## config.mk

```make
export PLATFORM = sky130hd
export DESIGN_NAME = inta_sequencer
export DESIGN_NICKNAME = d
export VERILOG_FILES = /design/src/rtl/inta_sequencer.sv
export SDC_FILE = /design/constraint.sdc
export NUM_CORES = 1
export LEC_CHECK = 0
export CAP_MARGIN = 20
export CORE_ASPECT_RATIO = 0.9
export CORE_MARGIN = 2
export CORE_UTILIZATION = 41
export CTS_BUF_LIST = sky130_fd_sc_hd__clkbuf_16
export DETAILED_ROUTE_END_ITERATION = 8
export PLACE_DENSITY = 0.78
export SLEW_MARGIN = 40
export SYNTH_ARGS = -nofsm -noshare
export SYNTH_HDL_FRONTEND = slang
export SYNTH_SLANG_ARGS = --single-unit
```

## constraint.sdc

```tcl
create_clock -name clk -period 1.28 [get_ports clk]
set_input_delay 0.192 -clock clk [delete_from_list [all_inputs] [get_ports clk]]
set_output_delay 0.192 -clock clk [all_outputs]
set_load 0.05 [all_outputs]
```

## src/rtl/inta_sequencer.sv

```systemverilog
// inta_sequencer: 8086-side initiator of the 8259 two-pulse INTA handshake with vector capture.
// Optional `define INTA_LOCK_EN drives lock_n low from the first INTA pulse through the second.
module inta_sequencer #(
  parameter int PULSE_CYCLES = 2,
  parameter int GAP_CYCLES   = 2
) (
  input  logic       clk,
  input  logic       rst,
  input  logic       int_req,
  input  logic       int_en,
  input  logic [7:0] data_in,
  output logic       inta_n,
  output logic       first_ack,
  output logic       second_ack,
  output logic [7:0] vec_out,
  output logic       vec_valid,
  output logic       busy,
  output logic       lock_n
);

  typedef enum logic [2:0] {
    IDLE,
    P1,
    GAP,
    P2,
    DONE,
    RECOVER
  } stateType;

  localparam logic [3:0] pulseLoad = 4'(PULSE_CYCLES - 1);
  localparam logic [3:0] gapLoad   = 4'(GAP_CYCLES - 1);

  stateType   state;
  stateType   nextState;
  logic [3:0] count;
  logic [3:0] nextCount;
  logic       countZero;
  logic       startReq;
  logic       capture;

  assign countZero = (count == 4'd0);
  assign startReq  = int_req && int_en;

  always_comb begin
    // NOTE: defaults first, so every path through the case assigns every signal and no latch is inferred.
    nextState = state;
    nextCount = countZero ? 4'd0 : count - 4'd1;
    capture   = 1'b0;
    case (state)
      IDLE: begin
        if (startReq) begin
          nextState = P1;
          nextCount = pulseLoad;
        end
      end
      P1: begin
        if (countZero) begin
          nextState = GAP;
          nextCount = gapLoad;
        end
      end
      GAP: begin
        if (countZero) begin
          nextState = P2;
          nextCount = pulseLoad;
        end
      end
      P2: begin
        if (countZero) begin
          nextState = DONE;
          nextCount = 4'd0;
          capture   = 1'b1;
        end
      end
      DONE: begin
        nextState = RECOVER;
        nextCount = gapLoad;
      end
      RECOVER: begin
        // The final recovery edge doubles as the IDLE sampling edge, giving a 2P+2G+1 period.
        if (countZero) begin
          if (startReq) begin
            nextState = P1;
            nextCount = pulseLoad;
          end else begin
            nextState = IDLE;
          end
        end
      end
      default: begin
        nextState = IDLE;
        nextCount = 4'd0;
      end
    endcase
  end

  // Outputs are decoded from nextState and registered, so they track the state register exactly.
  always_ff @(posedge clk) begin
    if (rst) begin
      state      <= IDLE;
      count      <= 4'd0;
      inta_n     <= 1'b1;
      first_ack  <= 1'b0;
      second_ack <= 1'b0;
      vec_out    <= 8'h00;
      vec_valid  <= 1'b0;
      busy       <= 1'b0;
    end else begin
      // NOTE: non-blocking assignments so every register here sees the pre-edge values.
      state      <= nextState;
      count      <= nextCount;
      inta_n     <= !(nextState == P1 || nextState == P2);
      first_ack  <= (nextState == P1);
      second_ack <= (nextState == P2);
      vec_valid  <= capture;
      busy       <= (nextState != IDLE);
      if (capture) begin
        vec_out <= data_in;
      end
    end
  end

`ifdef INTA_LOCK_EN
  always_ff @(posedge clk) begin
    if (rst) begin
      lock_n <= 1'b1;
    end else begin
      lock_n <= !(nextState == P1 || nextState == GAP || nextState == P2);
    end
  end
`else
  assign lock_n = 1'b1;
`endif

endmodule
```

; ---- Word-level counts from Yosys, hierarchy flattened
; Cells that the tools add are included.
; Widths: inputs -> output; s select.
[word_totals]
regBits = 20
output_inout_bits = 14
wordCells = 38
[op_classes]
addsub = 1
eq_ne = 7
muxes = 15
reduce_logical = 7
[ops]
columns = op, n
row1 = $mux 4, 5
row2 = $pmux 4 s5, 1
row3 = $pmux 3 s6, 1
row4 = $mux 3, 5
row5 = $eq 3x2->1 const B, 3
row6 = $eq 3x1->1 const B, 2
row7 = $eq 3x3->1 const B, 2
row8 = $logic_not 4->1, 1
row9 = $sub 4x1->4 const B, 1
row10 = $logic_not 3->1, 1
row11 = $mux 1, 3
row12 = $reduce_bool 3->1, 1
row13 = $reduce_or 2->1, 1
row14 = $logic_and 1x1->1, 1
row15 = $logic_not 1->1, 1
row16 = $logic_or 1x1->1, 1

; ---- Logic depth before layout (Yosys ltp)
; Gate-level depths: netlist of the first run.
[depth]
depth_word = 7
mapped_depth = 7
ltp_nobuf = 6

; ---- Worst setup path before layout of the first run
; OpenSTA, ideal clock, no wires.
[synth_path]
kind = register to register
startpoint = reg count[0]
endpoint = reg vec_out[0]
arrival_time_ns = 1.273
stages_incl_launch_ff = 8
path_slack_ns = -0.121
synth_period_minus_slack_ns = 1.401
path_buffers = 1
cell_sequence = dfxtp_1 > inv_1 > ha_1 > nor3b_4 > and3_1 > buf_6 > mux2i_1 > nor2_1
[synth_between]
elab_chain_cells = 3
[synth_lines]
columns = element, line_no
row1 = start: declaration, 35  ; logic [3:0] count;
row2 = start signal: assignment, 111  ; count <= nextCount;
row3 = $logic_not 4->1, 41  ; assign countZero = (count == 4'd0);
row4 = $mux 1, 69  ; if (countZero) begin
row5 = $mux 1, 49  ; case (state)
row6 = end signal: assignment, 118  ; vec_out <= data_in;
row7 = end: declaration, 15  ; output logic [7:0] vec_out,
; Every way passes these cells.
; A chain may end at the register's enable or synchronous reset.

; ---- Worst setup path in the final report of the first run
[layout_path]
startpoint = reg count[1]
endpoint = reg vec_out[0]
; Same word-level chain as after synthesis.

==> results of run 1 <==
cell usage after synthesis:
library cell  count  area share [%]
a211o_1           1            0.97
a211oi_1          2             1.7
a21o_1            1            0.83
a21oi_1           4             2.2
a221oi_1          1            0.97
a31o_2            1            0.97
a31oi_1           1            0.69
and3_1            1            0.69
buf_2             3             1.7
buf_4             2             1.7
buf_6             1             1.2
clkbuf_1          2            0.83
conb_1            1            0.41
dfxtp_1          20              44
ha_1              2             2.8
inv_1             2            0.83
mux2i_1           8             8.8
nand2_1           2            0.83
nand2b_1          4             2.8
nand3_1           2             1.1
nand3b_1          2             1.7
nand4_1           1            0.69
nor2_1           14             5.8
nor2b_1           2             1.4
nor3_1            3             1.7
nor3b_4           1             2.1
nor4_1            1            0.69
o211a_1           1             1.1
o21ai_0           2             1.1
o21bai_1          3             2.5
o22ai_1           1            0.69
or2_2             1            0.69
xnor2_1           3             2.9
xor2_1            1            0.97
registers in the layout (all words and copies together), names as in the netlist:
name / count
vec_out: 8
count: 4
state: 3
busy: 1
first_ack: 1
inta_n: 1
second_ack: 1
vec_valid: 1
power by group through the flow:
stage | Sequential (mW) | Clock, mW | Combinational [mW]
2_1_floorplan | 0.979 | 0 | 0.712
3_3_place_gp | 0.858 | 0 | 1.31
3_5_place_dp | 0.861 | 0 | 1.36
4_1_cts | 0.854 | 0.862 | 1.36
5_1_grt | 0.875 | 0.892 | 1.49
6_report | 0.854 | 0.841 | 1.37
routing by layer:
layer	vias to the layer above	track usage, %	routed length [um]	part of all wire, %
li1	405	-	-	-
met1	383	21.8	846	43
met2	28	25.3	947	48
met3	8	5.86	113	5.7
met4	0	8.55	72	3.6
met5	-	0	0	0
final cells by class:
type	count	area, um^2	area share [%]
Clock buffer	3	75.1	4.89
Clock inverter	1	30.0	1.95
Inverter	2	7.51	0.489
Multi-Input combinational cell	67	467	30.4
Sequential cell	20	403	26.2
Tap cell	27	33.8	2.20
Timing Repair Buffer	40	520	33.9
final timing paths:
check | endpoint | from | cells after the start
hold reg to reg | vec_out[7]$_SDFFE_PP0P_ | vec_out[7]$_SDFFE_PP0P_ | 2
hold / removal | vec_out[7]$_SDFFE_PP0P_ | vec_out[7]$_SDFFE_PP0P_ | 2
setup / recovery | vec_out[0]$_SDFFE_PP0P_ | count[1]$_SDFF_PP0_ | 7
setup reg to reg | vec_out[0]$_SDFFE_PP0P_ | count[1]$_SDFF_PP0_ | 7
cell families (layout without fill, tap and decap cells):
logic type      after synthesis  in the layout
compound gates               18             18
xor+xnor                      4              4
other cells                   1              1
mux                           8              8
simple gates                 34             34
fa+ha+maj                     2              2
flops                        20             20
buf+inv                      10             46
metrics by stage:
stage,utilization [%],std cells
6_report,71.7,160
5_1_grt,71.7,160
4_1_cts,70.6,159
3_5_place_dp,65.4,155
3_3_place_gp,65.4,155
2_1_floorplan,-,97
timing repair:
item | CTS | global route
setup endpoints to repair | 15 | 17
hold buffers | 0 | 0
gates cloned | 0 | 1
gates resized for setup | 2 | 0
pin swaps | 2 | 2
worst min-delay path, stage by stage (launching register included):
cell and delay (ns):
dfxtp_1 0.33, mux2i_1 0.13, nor2_1 0.05
==> out/qor.csv, run 1 <==
stage,metric,value,unit
run_status,status,finished with violations,
run_status,violations,negative setup slack,
cells_and_area,nets,148,
yosys,synth-xor-area-share,3.87,%
cells_and_area,fillerInstances,141,
cts,cts_buffers,3,
yosys,synth_top_family_by_area,simple AND/OR/NAND/NOR gates,
cts,cts.path.max_buffers,2,
yosys,ys_types,34,
grt,grtUsageTotal,17.1,%
yosys,synth_area_per_cell,9.34,um^2
routing,wl_per_cell,12.4,um
power_and_ir_drop,clkPwrFrac,27.4,%
cts,cts_tree,done,
sta,timing.final.crit_share,119,%
sta,rsz0062_at_grt,yes,
yosys,synthMuxAreaShare,8.84,%
cells_and_area,area_growth_syn_to_layout,69.6,%
cells_and_area,antenna_cells,0,
sta,hold_viol_final,0,
worst_setup_path,end_kind,flop,
worst_setup_path,cpLargestDelayFamily,simple AND/OR/NAND/NOR gates,
sta,setup_viol,15,
sta,fin_ws,-0.243,ns
yosys,synth_area,906,um^2
sta,fmax,657,MHz
place,portBuffers,24,
cells_and_area,drive_above_1_share,31.6,%
min_path,min_path_type,reg -> reg,
worst_setup_path,reg2reg_slack,-0.24,ns
floorplanning,initial_core_util,42.3,%
sta,layout_min_cycle_time,1.52,ns
cts,clkTransAtPathRegs,0.06,ns
routing,drt_iter0_drc,13,
yosys,synth-simple-area-share,20.0,%
yosys,syn_inst,97,
power_and_ir_drop,p_sw_share,32.0,%
routing,dr_total_vias,824,
grt,antenna_found_initial,0,
cts,clock_latency,0.25,ns
routing,drt-total-wl,1980,um
yosys,synth_seq_cells,20,
yosys,synth_compound_area_share,13.7,%
routing,drc,0,
worst_setup_path,worstPathMaxFanout,4,
power_and_ir_drop,pwr-share-seq,27.9,%
cts,cts_root_buffer,clkbuf_16,
grt,grt_pass1_vias,784,
worst_setup_path,critPathBufInv,2,
power_and_ir_drop,ir_drop,0.00183,V
grt,grt_max_degree,13,
routing,viasPerCell,5.15,
yosys,yosysWarnings,0,
sta,final-max-slew-violation-count,0,
worst_setup_path,slowest_stage,dfxtp_2,
grt,overflow,0,
power_and_ir_drop,p_int,2.08,mW
worst_setup_path,crit_required,1.42,ns
place,globalplace.congestion,0.873,
power_and_ir_drop,p_comb_share,44.7,%
floorplanning,std_cell_rows,16,
cts,numClockSinks,20,
grt,grt_pass1_wl,3280,um
sta,whs,0.549,ns
floorplanning,num_io_pins,26,
routing,drtPass1Iterations,4,
sta,finalClockSkew,0.00599,ns
floorplanning,core_area,2140,um^2
power_and_ir_drop,switchingPower,979,uW
place,post-dp-hpwl,1550,um
power_and_ir_drop,power_density,1990,nW/um^2
yosys,synth_fa_ha_area_share,2.76,%
floorplanning,die-area,2600,um^2
yosys,synth-seq-area-share,44.2,%
power_and_ir_drop,finalPower,3.06,mW
floorplanning,fp.dieW,53.5,um
run,cap_violations,0,
worst_setup_path,worstPathArrival,1.66,ns
yosys,synthesis.nets,111,
place,place_ws,-0.228,ns
worst_setup_path,cpPeakStageDelay,0.32,ns
cells_and_area,final_cell_mix,"dfxtp_1 (18), nor2_1 (14), buf_12 (14), buf_4 (14), clkdlybuf4s50_1 (11)",
cts,postCtsSetupBuffers,0,
sta,setup_tns,-2.34,ns
worst_setup_path,crit_chain,inv_2 -> ha_4 -> nor3b_4 -> and3_4 -> clkbuf_16 -> mux2i_1 -> nor2_1,
routing,ant_nets,0,
cts,htree_levels,1,
worst_setup_path,worstSetupPathType,reg -> reg,
place,dpl_cell_area,1400,um^2
power_and_ir_drop,leakage,0.612,nW
cells_and_area,final_common_cell,dfxtp_1,
floorplanning,die_y,48.6,um
worst_setup_path,critPathLaunchType,flop,
cells_and_area,final_area,1540,um^2
No activity file was read; power rests on OpenSTA's default activity.
==> inputs of run 2 (changes only) <==
ABC_AREA = 1   (was not set)
CTS_BUF_LIST = not set   (was sky130_fd_sc_hd__clkbuf_16)
==> run 2 against run 1 <==
Net effect: the flow still finishes with violations (negative setup slack); combinational power grew 3%; sequential share of layout area is 0.25 points higher; synthesized cell count up 25%; worst hold slack got worse by 0.063 ns; clock power fell by 57%; flip-flop and latch count is the same; global-route usage rose by 3.2 points; routed wire length up 48%; sequential power up 4.8%; largest cell class is now multi-input gates; largest power group unchanged.
==> out/qor.csv, run 2 <==
stage,metric,value,unit
floorplanning,num_io_pins,26,
worst_setup_path,worstSetupPathType,reg -> reg,
yosys,yosys-top-cells-count,"nand2_1 (23), dfxtp_1 (20), inv_1 (13)",
yosys,synth_area,908,um^2
routing,ant_nets,0,
yosys,synthMuxAreaShare,0,%
place,globalplace.congestion,0.807,
worst_setup_path,critPathLaunchType,flop,
routing,drtPass1Iterations,4,
yosys,synth_fa_ha_area_share,2.75,%
sta,hold_viol_final,0,
floorplanning,die-area,2610,um^2
yosys,synthesis.nets,135,
yosys,synth-seq-area-share,44.1,%
place,post-dp-hpwl,1510,um
floorplanning,fp.dieW,53.6,um
yosys,ys.flop_type,dfxtp_1,
cts,cts.path.max_buffers,2,
place,dpl_cell_area,1350,um^2
yosys,synth_area_leaders,"dfxtp_1 (44%), nand2_1 (9.5%), a21oi_1 (5.5%), nand3_1 (5.5%), inv_1 (5.4%)",
power_and_ir_drop,ir_drop,0.00125,V
min_path,min_path_type,in -> reg,
place,place_ws,-0.116,ns
run_status,violations,negative setup slack,
sta,final-max-slew-violation-count,0,
place,place_inst,177,
worst_setup_path,slowest_stage,dfxtp_2,
cts,clock_latency,0.30,ns
yosys,ys_types,22,
floorplanning,std_cell_rows,16,
routing,drt_iter0_drc,18,
cells_and_area,area_growth_syn_to_layout,70.7,%
yosys,synth_seq_cells,20,
cells_and_area,antenna_cells,0,
worst_setup_path,end_kind,flop,
cells_and_area,top_register,vec_out,
yosys,synth_compound_area_share,11.4,%
floorplanning,initial_core_util,42.4,%
cts,cts_root_buffer,clkbuf_4,
yosys,synth-simple-area-share,28.5,%
cells_and_area,nets,175,
yosys,synth_top_family_by_area,simple AND/OR/NAND/NOR gates,
sta,timing.final.crit_share,110,%
yosys,synth_area_per_cell,7.51,um^2
cells_and_area,final_area,1550,um^2
cts,postCtsHoldBufs,0,
cells_and_area,largest_reg_flops,8,
power_and_ir_drop,power_density,1720,nW/um^2
cells_and_area,largestRegisters,"vec_out: 8 flops, count: 4 flops, state: 3 flops",
worst_setup_path,worstPathArrival,1.61,ns
power_and_ir_drop,finalPower,2.67,mW
routing,viasPerCell,5.27,
cts,numClockSinks,20,
yosys,synth_edf_count,0,
sta,layout_min_cycle_time,1.41,ns
worst_setup_path,crit_chain,inv_2 -> ha_4 -> nand2_4 -> nor2_4 -> buf_4 -> nand4_4 -> o21ai_2 -> a21oi_1,
sta,rsz0062_at_grt,yes,
run_status,status,finished with violations,
place,portBuffers,24,
cts,cts_tree,done,
yosys,yosys.area.top_type,dfxtp_1,
grt,grt_pass1_vias,928,
routing,drc,0,
routing,dr_total_vias,985,
run,cap_violations,0,
grt,antenna_found_initial,0,
yosys,post-synth-top-area-fraction,44.1,%
sta,fin_ws,-0.129,ns
sta,fmax,709,MHz
sta,finalClockSkew,0.00202,ns
yosys,synth_most_common_cell,nand2_1,
routing,wl_per_cell,15.7,um
yosys,synthArstFlopShare,0,%
yosys,synth-xor-area-share,1.93,%
worst_setup_path,cpPeakStageDelay,0.34,ns
grt,grtUsageTotal,20.3,%
cts,cts_buffers,3,
worst_setup_path,worstPathMaxFanout,5,
yosys,syn_inst,121,
yosys,yosysWarnings,0,
power_and_ir_drop,leakage,0.651,nW
grt,grt_max_degree,13,
grt,overflow,0,
cts,clkTransAtPathRegs,0.11,ns
sta,whs,0.486,ns
worst_setup_path,crit_required,1.48,ns
cells_and_area,drive_above_1_share,41.9,%
cts,htree_levels,1,
sta,setup_viol,12,
cells_and_area,final_common_cell,nand2_1,
cells_and_area,stdcell_count,187,
routing,drt-total-wl,2930,um
cells_and_area,final_cell_mix,"nand2_1 (18), dfxtp_1 (16), buf_12 (13), inv_1 (11), clkdlybuf4s50_1 (11)",
grt,grt_pass1_wl,3950,um
floorplanning,die_y,48.7,um
floorplanning,core_area,2140,um^2
-- run 2: changes by cell type in the layout (fill, tap and decap cells not counted), sizes merged, moves of 4 or more --
cell	delta
o21ai	+7
nand3	+8
a21oi	+6
inv	+16
nand4	+4
nand2b	-4
nand2	+26
mux2i	-8
-- run 2: metrics by stage --
step,util [%],TNS [ns]
floorplan,-,0
CTS,68.0,-0.369
detailed placement,63.0,-1.20
global placement,63.0,-0.474
global route,72.4,-2.08
finish,72.4,-0.883
-- run 2: cells by family after synthesis --
family / Yosys count
AND/OR/NAND/NOR: 54
flip-flops: 20
other: 1
AO/OA/AOI/OAI: 20
buffers and inverters: 22
adder cells (fa/ha/maj): 2
XOR/XNOR: 2
-- run 2: worst max-delay path, delay by kind of cell (launching register included) --
family,cells,cell delay [ns]
adders and majority gates,1,0.16
AOI/OAI and AO/OA,2,0.25
DFF,1,0.34
and+or+nand+nor,3,0.33
buffers and inverters,2,0.23
-- run 2: path summary, 6_finish.rpt --
check / start / to / slack [ns] / cells past startpoint
setup reg to reg: count[0]$_SDFF_PP0_ / vec_out[6]$_SDFFE_PP0P_ / -0.13 / 8
setup / recovery: count[0]$_SDFF_PP0_ / vec_out[6]$_SDFFE_PP0P_ / -0.13 / 8
hold / removal: data_in[0] / vec_out[0]$_SDFFE_PP0P_ / 0.49 / 3
hold reg to reg: vec_out[1]$_SDFFE_PP0P_ / vec_out[1]$_SDFFE_PP0P_ / 0.50 / 2
-- run 2: where the power goes --
| part | switching (mW) | internal (mW) | leakage, nW |
|---|---|---|---|
| Combinational | 0.760 | 0.654 | 0.465 |
| Sequential | 0.156 | 0.739 | 0.165 |
| Clock | 0.191 | 0.173 | 0.0210 |
-- run 2: timing repair --
action                     4_1_cts  5_1_grt
pin swaps                        8        8
setup endpoints to repair       17       20
cloned                           2        1
gates resized for setup         21       20
buffers inserted                 0        3
-- run 2: cell type report --
class / count / area, um^2
inverter: 18 / 70.1
fill: 141 / 592
timing repair buffer: 36 / 468
sequential: 20 / 410
multi-input combinational: 82 / 532
tap: 27 / 33.8
clock buffer: 4 / 36.3
-- run 2: per-layer routing --
layer / GRT usage, % / part of all wire [%] / vias to the layer above / wire length (um)
li1: - / - / 470 / -
met1: 24.6 / 39 / 470 / 1150
met2: 33.5 / 55 / 38 / 1610
met3: 4.94 / 4.6 / 7 / 136
met4: 8.55 / 1.6 / 0 / 47
met5: 0 / 0 / - / 0
